`src/rtl/vram_fetch_pkg.sv`:
```
// Shared constants, FSM state type and buffer index helper for the
// video RAM line-prefetch stage.
package vram_fetch_pkg;

    localparam int LINE_WORDS = 32;
    localparam int CW         = $clog2(LINE_WORDS);
    localparam int AW         = 14;
    localparam int RW         = AW - CW;
    localparam int DW         = 16;
    localparam int BW         = CW + 1;

    typedef enum logic [0:0] {
        IDLE  = 1'b0,
        FETCH = 1'b1
    } fetch_state_e;

    // Flat index into the ping-pong buffer: half select on top of column.
    function automatic logic [BW-1:0] buf_index(input logic half, input logic [CW-1:0] col);
        return {half, col};
    endfunction

endpackage

```
`src/rtl/line_buffer_dp.sv`:
```
// Simple dual-port line buffer: synchronous write (fill side) and a
// registered read port (pixel side) whose output register resets to zero.
module line_buffer_dp
    import vram_fetch_pkg::*;
#(
    parameter int DEPTH  = 2 * LINE_WORDS,
    parameter int IW     = $clog2(DEPTH),
    parameter int DWIDTH = DW
) (
    input  logic              clk,
    input  logic              rst,
    input  logic              i_we,
    input  logic [IW-1:0]     i_waddr,
    input  logic [DWIDTH-1:0] i_wdata,
    input  logic [IW-1:0]     i_raddr,
    output logic [DWIDTH-1:0] o_rdata
);

    logic [DWIDTH-1:0] r_mem [DEPTH];
    logic [DWIDTH-1:0] r_rdata;

    // Storage array; contents are deliberately left uninitialised by reset.
    always_ff @(posedge clk) begin
        if (i_we) begin
            r_mem[i_waddr] <= i_wdata;
        end
    end

    // Read register: one-cycle latency, cleared asynchronously on reset.
    always_ff @(posedge clk or posedge rst) begin
        if (rst) begin
            r_rdata <= {DWIDTH{1'b0}};
        end else begin
            r_rdata <= r_mem[i_raddr];
        end
    end

    assign o_rdata = r_rdata;

endmodule

```
`src/rtl/vram_line_fetch.sv`:
```
// Line-prefetch stage: bursts line N+1 from video RAM into the idle half of a
// ping-pong buffer while the pixel block reads line N from the other half.
module vram_line_fetch
    import vram_fetch_pkg::*;
(
    input  logic          clk_pix,
    input  logic          reset,
    input  logic          line_start,
    input  logic [RW-1:0] next_line,
    input  logic [AW-1:0] vram_addr,
    output logic [DW-1:0] vram_data,
    output logic          mem_rd,
    output logic [AW-1:0] mem_addr,
    input  logic          mem_ack,
    input  logic [DW-1:0] mem_din,
    output logic          busy,
    output logic          underrun
);

    fetch_state_e  r_state;
    fetch_state_e  w_state_nxt;
    logic          r_active;
    logic [RW-1:0] r_base;
    logic [CW-1:0] r_cnt;
    logic [CW-1:0] w_cnt_nxt;
    logic          r_mem_rd;
    logic          w_mem_rd_nxt;
    logic [AW-1:0] r_mem_addr;
    logic [AW-1:0] w_mem_addr_nxt;
    logic          r_busy;
    logic          r_underrun;
    logic          w_ack_fetch;
    logic          w_last;
    logic          w_abort;
    logic          w_unused_addr;

    assign w_ack_fetch   = (r_state == FETCH) && mem_ack;
    assign w_last        = (r_cnt == CW'(LINE_WORDS - 1));
    // A line_start that coincides with the final ack finds the line complete.
    assign w_abort       = (r_state == FETCH) && line_start && !(w_ack_fetch && w_last);
    assign w_unused_addr = ^vram_addr[AW-1:CW];

    // State register.
    always_ff @(posedge clk_pix or posedge reset) begin
        if (reset) begin
            r_state <= IDLE;
        end else begin
            r_state <= w_state_nxt;
        end
    end

    // Next-state logic.
    always_comb begin
        w_state_nxt = r_state;
        case (r_state)
            IDLE: begin
                if (line_start) begin
                    w_state_nxt = FETCH;
                end else begin
                    w_state_nxt = IDLE;
                end
            end
            FETCH: begin
                if (line_start) begin
                    w_state_nxt = FETCH;
                end else if (w_ack_fetch && w_last) begin
                    w_state_nxt = IDLE;
                end else begin
                    w_state_nxt = FETCH;
                end
            end
            default: w_state_nxt = IDLE;
        endcase
    end

    // Next values of the registered request outputs and column counter.
    always_comb begin
        w_mem_rd_nxt   = (w_state_nxt == FETCH);
        w_cnt_nxt      = r_cnt;
        w_mem_addr_nxt = r_mem_addr;
        if (line_start) begin
            w_cnt_nxt      = {CW{1'b0}};
            w_mem_addr_nxt = {next_line, {CW{1'b0}}};
        end else if (w_ack_fetch) begin
            w_cnt_nxt = r_cnt + CW'(1);
            if (!w_last) begin
                w_mem_addr_nxt = {r_base, r_cnt + CW'(1)};
            end else begin
                w_mem_addr_nxt = r_mem_addr;
            end
        end else begin
            w_cnt_nxt      = r_cnt;
            w_mem_addr_nxt = r_mem_addr;
        end
    end

    // Datapath and output registers; half swap happens on every line_start.
    always_ff @(posedge clk_pix or posedge reset) begin
        if (reset) begin
            r_active   <= 1'b0;
            r_base     <= {RW{1'b0}};
            r_cnt      <= {CW{1'b0}};
            r_mem_rd   <= 1'b0;
            r_mem_addr <= {AW{1'b0}};
            r_busy     <= 1'b0;
            r_underrun <= 1'b0;
        end else begin
            r_cnt      <= w_cnt_nxt;
            r_mem_rd   <= w_mem_rd_nxt;
            r_mem_addr <= w_mem_addr_nxt;
            r_busy     <= w_mem_rd_nxt;
            if (line_start) begin
                r_active <= ~r_active;
                r_base   <= next_line;
            end
            if (w_abort) begin
                r_underrun <= 1'b1;
            end
        end
    end

    // The fill half is always the inactive one; an ack during an aborting
    // line_start still lands in the half that is about to become active.
    line_buffer_dp #(
        .DEPTH  (2 * LINE_WORDS),
        .IW     (BW),
        .DWIDTH (DW)
    ) u_buf (
        .clk     (clk_pix),
        .rst     (reset),
        .i_we    (w_ack_fetch),
        .i_waddr (buf_index(~r_active, r_cnt)),
        .i_wdata (mem_din),
        .i_raddr (buf_index(r_active, vram_addr[CW-1:0])),
        .o_rdata (vram_data)
    );

    assign mem_rd   = r_mem_rd;
    assign mem_addr = r_mem_addr;
    assign busy     = r_busy;
    assign underrun = r_underrun;

endmodule

```
`config.mk`:
```
export PLATFORM = sky130hd
export DESIGN_NAME = vram_line_fetch
export DESIGN_NICKNAME = d
export VERILOG_FILES = /design/src/rtl/vram_fetch_pkg.sv /design/src/rtl/line_buffer_dp.sv /design/src/rtl/vram_line_fetch.sv
export SDC_FILE = /design/constraint.sdc
export NUM_CORES = 1
export LEC_CHECK = 0
export BUFFER_PORTS_ARGS = -buffer_cell sky130_fd_sc_hd__buf_2
export CORE_MARGIN = 2
export CORE_UTILIZATION = 39
export DETAILED_ROUTE_END_ITERATION = 7
export PLACE_DENSITY = 0.66
export SYNTH_ARGS = -nofsm -noshare
export SYNTH_HDL_FRONTEND = slang
export SYNTH_SLANG_ARGS = --single-unit
```
`constraint.sdc`:
```
create_clock -name clk_pix -period 3.4 [get_ports clk_pix]
set_input_delay 0 -clock clk_pix [delete_from_list [all_inputs] [get_ports clk_pix]]
set_output_delay 0 -clock clk_pix [all_outputs]
set_load 0.01 [all_outputs]
```
==> out/results.tsv, run 1 <==
stage	metric	value	unit
global_route	initial antenna violation count	1	
timing	Worst Skew	0.0251	ns
timing	unrepaired setup endpoints after global routing	no	
timing	period utilization	72.2	%
critical_path	Worst Path Max Fanout	24	
timing	setup TNS	0	ns
timing	relative slew slack	15.7	%
clock_tree	H-Tree Depth	3	
synth	Yosys warnings	0	
finish	Layout fillers	8576	
finish	Area Growth Syn to Fin	15.4	%
critical_path	crit-path most repeated cell	buf_4	
synth	synth top area cells	edfxtp_1 75%, mux4_2 15%, dfrtp_1 2.9%	
detailed_routing	met1 WL	37800	um
detailed_routing	metal2 WL	45800	um
global_route	GRT Util Overall	17.6	%
finish	fin nets	2099	
clock_tree	CTS tree	yes	
pwr	Leakage	15.1	nW
synth	sequential area share after synthesis	77.8	%
timing	FMAX	407	MHz
critical_path	CP cell instances	dlygate4sd3_1 -> buf_4 -> buf_4 -> mux4_2 -> mux2i_1 -> a21oi_1 -> o21ai_0 -> buf_4 -> o21ai_1	
global_route	vias in the first global route	20300	
critical_path	worst reg2reg path depth	4	
clock_tree	Root Buffer Master	clkbuf_16	
run_status	status	complete, no violations	
detailed_routing	via/cell ratio	5.51	
detailed_routing	routed via count	19400	
floorplanning	Site Rows	118	
floorplanning	Core Region	104000	um2
timing	Least-Margin Pin Slew	1.26	ns
detailed_routing	Met3 Wirelength	7210	um
hold_path	Hold Path Class	primary input to flop	
placement	port bufs	66	
floorplanning	Die Area	108000	um2
floorplanning	Initial Util	39.5	%
pwr	Power Dens Cells	597	nW/um2
timing	Final Hold Viols	0	
critical_path	CP endpoint kind	flop	
critical_path	Reg2Reg Capture Point	u_buf.r_mem[23][4]	
detailed_routing	total wire length	93600	um
critical_path	slowest CP cell	o21ai_0	
synth	Syn Nets	1884	
synth	top-area cell type share of the netlist area	75.0	%
finish	ANT cells	0	
global_route	total grt overflow	0	
finish	share of cells above drive strength 1	30.2	%
critical_path	delay-heaviest family, CP	buffers and inverters	
synth	number of synthesized register bits	1071	
placement	area post-placement	43600	um2
detailed_routing	DRC violations left	0	
timing	Final min period	2.46	ns
detailed_routing	DR iter-0 viols	1984	
pwr	Peak VDD IR	0.000431	V
hold_path	critical hold path startpoint	vram_addr[3]	
finish	Core Util, Final	45.5	%
synth	EDFF count, synth	1024	
floorplanning	die width	328	um
synth	Commonest cells post-synth	1,024 x edfxtp_1, 271 x mux4_2, 113 x nor2_1	
clock_tree	clock tree buffer depth	3	
hold_path	Hold Crit Depth	4	
critical_path	crit path kind	primary input to flop	
clock_tree	clock buffer count from CTS	103	
timing	final-report setup violation count	0	
global_route	largest net degree at the start of global routing	65	
synth	asr flop ratio synth	4.39	%
synth	count leader, synth	edfxtp_1	
synth	Synth cell types	43	
floorplanning	Die Ht	328	um
detailed_routing	post-route ant nets	0	
critical_path	crit path DAT	3.01	ns
detailed_routing	Top Metal Used	met5	
critical_path	WP buf/inv	4	
critical_path	Startpoint Class	primary input	
detailed_routing	DRT Pass-1 Iters	5	
placement	post-DP HPWL	55200	um
clock_tree	cts repair resizes	0	
clock_tree	Clk pin slew, worst setup/hold paths	0.06	ns
hold_path	WHS Endpoint	u_buf.o_rdata[13]	
synth	Mapped Cells	1839	
finish	final instance area	47300	um2
synth	Synth Area per Inst	22.3	um2
critical_path	reg-to-reg slack, setup	0.95	ns
flow_run	# Max-Cap Violations	0	
critical_path	Worst path max stage delay	0.61	ns
critical_path	worst r2r src	r_cnt[2]	
placement	GP Congestion	0.810	
clock_tree	worst skew pair latency	0.70	ns
synth	Main synth FF type	edfxtp_1	
floorplanning	Boundary Pins	76	
critical_path	WP data required	3.96	ns
clock_tree	CTS sink cnt	1071	
timing	Slew Viols, Final	0	
synth	Synth Cell Area	41000	um2
detailed_routing	routed len/inst	26.6	um
synth	Synth area leader	edfxtp_1	
global_route	wire length of the first global-routing pass	138000	um
==> area by class of cell <==
class	count	area [um2]	share of cell area, %
clock buffer	130	2790	5.89
multi-input combinational	662	8530	18.0
tap	1380	1730	3.65
timing repair buffer	215	1680	3.56
clock inverter	65	658	1.39
sequential	1071	31900	67.5
inverter	1	3.75	0.00793
==> power breakdown <==
group          leakage [nW]  switching, mW  internal, mW
combinational          3.62           1.22         0.745
sequential             9.78          0.155          14.7
clock                  1.68           4.88          6.54
total                  15.1           6.26          22.0
==> flip-flops by register name, summed over array words and instances (netlist names) <==
register and flops:
u_buf.r_mem 1024, u_buf.o_rdata 16, mem_addr 14, r_base 9, r_cnt 5, busy 1
r_active 1, underrun 1
==> repair_timing <==
item                                   CTS  global route
hold buffers                            32             0
setup buffers                            0             0
endpoints found under the hold margin  339             0
==> metrics by stage <==
step / power, mW / cells / setup slack, ns / hold slack (ns)
3_3_place_gp: 17.0 / 3297 / 0.656 / 0.138
2_1_floorplan: 16.1 / 1839 / 0.766 / 0.0989
4_1_cts: 28.5 / 3524 / 0.891 / 0.0446
6_report: 28.2 / 3524 / 0.945 / 0.0685
5_1_grt: 29.1 / 3524 / 0.843 / 0.0714
3_5_place_dp: 17.1 / 3297 / 0.658 / 0.136
==> worst register-to-register path, cell delays in order, from the launching register on <==
cell and delay [ns]:
dfrtp_1 0.64, nand3_1 0.23, or2_2 0.48, nor2_1 0.59, buf_12 0.23
==> metal layers <==
layer / GRT usage [%] / vias up
met4: 6.10 / 2
met3: 3.56 / 164
met2: 28.6 / 777
met5: 0 / -
li1: - / 8139
met1: 23.8 / 10300
==> cell usage in the layout, fill, tap and decap left out, types with 3 or more instances in the layout <==
master         instances
nor2_1               113
clkinvlp_4             5
dfrtp_1               47
a211oi_1              16
mux2i_1               38
o21ai_0               37
mux2_2                25
dlygate4sd3_1         32
nand3_1               10
or3_1                  3
clkinv_8               3
o22ai_1                9
clkinv_16              3
nand3b_1               7
mux4_2               271
o221ai_1              13
bufinv_16              9
o21ai_1               12
buf_2                 62
nand2b_1               7
clkinv_1              20
buf_4                108
buf_12                10
nor2b_1                7
nand2_1               18
clkinv_2              22
clkbuf_16            105
nor3_1                13
clkbuf_1              17
or2_2                  4
a21oi_1               31
clkbuf_8               6
edfxtp_1            1024
xor2_1                 4
==> kinds of logic after synthesis <==
logic type	share of synthesized area, %
adders and majority gates	0.0610
and+or+nand+nor	2.06
buffers and inverters	1.38
xor gates and xnor gates	0.128
muxes	16.6
DFF	77.8
AOI/OAI and AO/OA	1.91
==> worst max path at each step <==
| stage | cells after the start | to | start | slack [ns] |
|---|---|---|---|---|
| floorplan | 4 | u_buf.r_mem[32][0] | r_cnt[3] | 0.77 |
| global placement | 8 | u_buf.o_rdata[6] | vram_addr[1] | 0.66 |
| detailed placement | 8 | u_buf.o_rdata[6] | vram_addr[1] | 0.66 |
| CTS | 9 | u_buf.o_rdata[6] | vram_addr[4] | 0.89 |
| global route | 4 | u_buf.r_mem[23][4] | r_cnt[2] | 0.84 |
| finish | 9 | u_buf.o_rdata[6] | vram_addr[4] | 0.94 |
Note: power is estimated with default switching activity, not from simulation.
==> inputs of run 2 (changes only) <==
==> constraint.sdc (replaced) <==
create_clock -name clk_pix -period 2.4 [get_ports clk_pix]
set_input_delay 0 -clock clk_pix [delete_from_list [all_inputs] [get_ports clk_pix]]
set_output_delay 0 -clock clk_pix [all_outputs]
set_load 0.01 [all_outputs]
==> run 2 against run 1 <==
- non-clock buffer count grew 74
- critical path type is now flop to flop
- wire length grew 3.9%
- first-iteration DRC count grew 2.7%
- highest routed layer unchanged
- sequential share of layout area shrank 1.2 points
- the flow now finishes with violations (negative hold slack)
==> out/results.tsv, run 2 (synthesized netlist as in run 1, its figures left out) <==
stage	metric	value	unit
timing	Slew Viols, Final	0	
global_route	total grt overflow	0	
detailed_routing	DRC violations left	0	
detailed_routing	total wire length	97200	um
placement	Cells after DPL	3368	
timing	period utilization	93.1	%
global_route	vias in the first global route	20600	
finish	most frequent cells in the layout	1,024 x edfxtp_1, 271 x mux4_2, 140 x buf_4, 113 x nor2_1, 103 x clkbuf_16	
pwr	Power Dens Cells	821	nW/um2
floorplanning	Site Rows	118	
critical_path	crit path DAT	2.79	ns
run_status	status	complete, but fails checks	
placement	port bufs	66	
finish	commonest non-fill, non-tap cell in the layout	edfxtp_1	
global_route	wire length of the first global-routing pass	142000	um
finish	Layout fillers	8486	
timing	relative slew slack	39.5	%
floorplanning	Die Area	108000	um2
finish	ANT cells	0	
timing	Final min period	2.23	ns
critical_path	Worst Path Max Fanout	9	
global_route	initial antenna violation count	3	
finish	Final Non-Filler Cells	3593	
clock_tree	clock tree buffer depth	3	
critical_path	crit path kind	flop to flop	
finish	fin nets	2173	
pwr	Peak VDD IR	0.000596	V
timing	setup TNS	0	ns
finish	Largest register FFs	1024	
critical_path	WP data required	2.96	ns
finish	Multi-input gate area	8530	um2
floorplanning	Boundary Pins	76	
hold_path	Hold Path Class	primary input to flop	
timing	Worst Skew	0.0202	ns
finish	Top reg by flops	u_buf.r_mem	
floorplanning	die width	328	um
pwr	Leakage	15.4	nW
floorplanning	Core Region	104000	um2
timing	Least-Margin Pin Slew	0.908	ns
clock_tree	clock buffer count from CTS	103	
timing	unrepaired setup endpoints after global routing	no	
detailed_routing	DR iter-0 viols	2037	
clock_tree	number of post-CTS setup repair buffers	0	
timing	Worst Setup Slack, final	0.165	ns
placement	GP Congestion	0.799	
global_route	GRT Util Overall	18.1	%
detailed_routing	DRT Pass-1 Iters	5	
timing	final-report setup violation count	0	
run_status	violated checks	negative hold slack	
detailed_routing	via/cell ratio	5.53	
clock_tree	CTS sink cnt	1071	
floorplanning	Die Ht	328	um
detailed_routing	post-route ant nets	0	
detailed_routing	routed len/inst	27.1	um
finish	Area Growth Syn to Fin	17.4	%
critical_path	Startpoint Class	flop	
critical_path	CP endpoint kind	flop	
timing	FMAX	448	MHz
clock_tree	H-Tree Depth	3	
clock_tree	worst skew pair latency	0.68	ns
global_route	largest net degree at the start of global routing	65	
floorplanning	Initial Util	39.5	%
clock_tree	Root Buffer Master	clkbuf_16	
timing	worst-case hold slack	-0.00713	ns
placement	Post-Place Setup Slack	0.0621	ns
placement	post-DP HPWL	59500	um
clock_tree	CTS tree	yes	
timing	Final Hold Viols	4	
detailed_routing	routed via count	19900	
finish	share of cells above drive strength 1	31.6	%
flow_run	# Max-Cap Violations	0	
clock_tree	Clk pin slew, worst setup/hold paths	0.06	ns
finish	FF+latch area	31900	um2
-- run 2: routing by layer --
metal / vias to the layer above / track usage (%) / wire [um]
met1: 10700 / 24.8 / 39800
met5: - / 0 / 29
met2: 737 / 30.1 / 48800
met4: 4 / 5.49 / 2450
li1: 8291 / - / -
met3: 153 / 2.71 / 6230
-- run 2: what timing repair did --
| item | in CTS | in global routing |
|---|---|---|
| endpoints found under the hold margin | 387 | 0 |
| hold buffers | 35 | 0 |
| endpoints found under the setup margin | 0 | 0 |
| resized for setup | 0 | 0 |
-- run 2: through the flow --
stage | area, um2 | utilization, % | power, mW | hold WS (ns)
4_1_cts | 48100 | 46.3 | 39.9 | 0.0340
2_1_floorplan | 41000 | - | 22.8 | 0.0989
3_3_place_gp | 44600 | 42.9 | 24.4 | 0.0446
5_1_grt | 48100 | 46.3 | 40.8 | 0.0318
3_5_place_dp | 44600 | 42.9 | 24.5 | 0.0639
6_report | 48100 | 46.3 | 39.5 | -0.00713
-- run 2: worst paths after layout --
| path | from | endpoint | slack (ns) | cells past startpoint |
|---|---|---|---|---|
| worst max-delay path | r_cnt[0] | mem_addr[8] | 0.17 | 6 |
| worst min-delay path | mem_din[11] | u_buf.r_mem[17][11] | -0.007 | 2 |
| worst max register to register | r_cnt[0] | mem_addr[8] | 0.17 | 6 |
| worst min register to register | underrun | underrun | 0.45 | 1 |
| max in group asynchronous | reset | u_buf.o_rdata[13] | 1.11 | 5 |
| min in group asynchronous | reset | mem_addr[8] | 0.49 | 4 |
-- run 2: power by group --
group | internal, mW | switching [mW]
Clock | 8.62 | 6.84
Combinational | 1.25 | 1.82
Sequential | 20.8 | 0.210
Total | 30.7 | 8.86
-- run 2: area by class of cell --
| cell class | count | area share (%) |
|---|---|---|
| clock buffers | 135 | 5.69 |
| clock inverters | 55 | 1.01 |
| inverters | 1 | 0.00780 |
| multi-input cells | 662 | 17.7 |
| flip-flops and latches | 1071 | 66.3 |
| well taps | 1380 | 3.59 |
| repair buffers | 289 | 5.68 |
-- run 2: critical path, stage by stage, from the launching register on --
cell	delay [ns]
dfrtp_1	0.44
ha_1	0.26
and3_1	0.20
ha_1	0.21
nand2b_1	0.21
nand2b_1	0.40
mux2_2	0.40
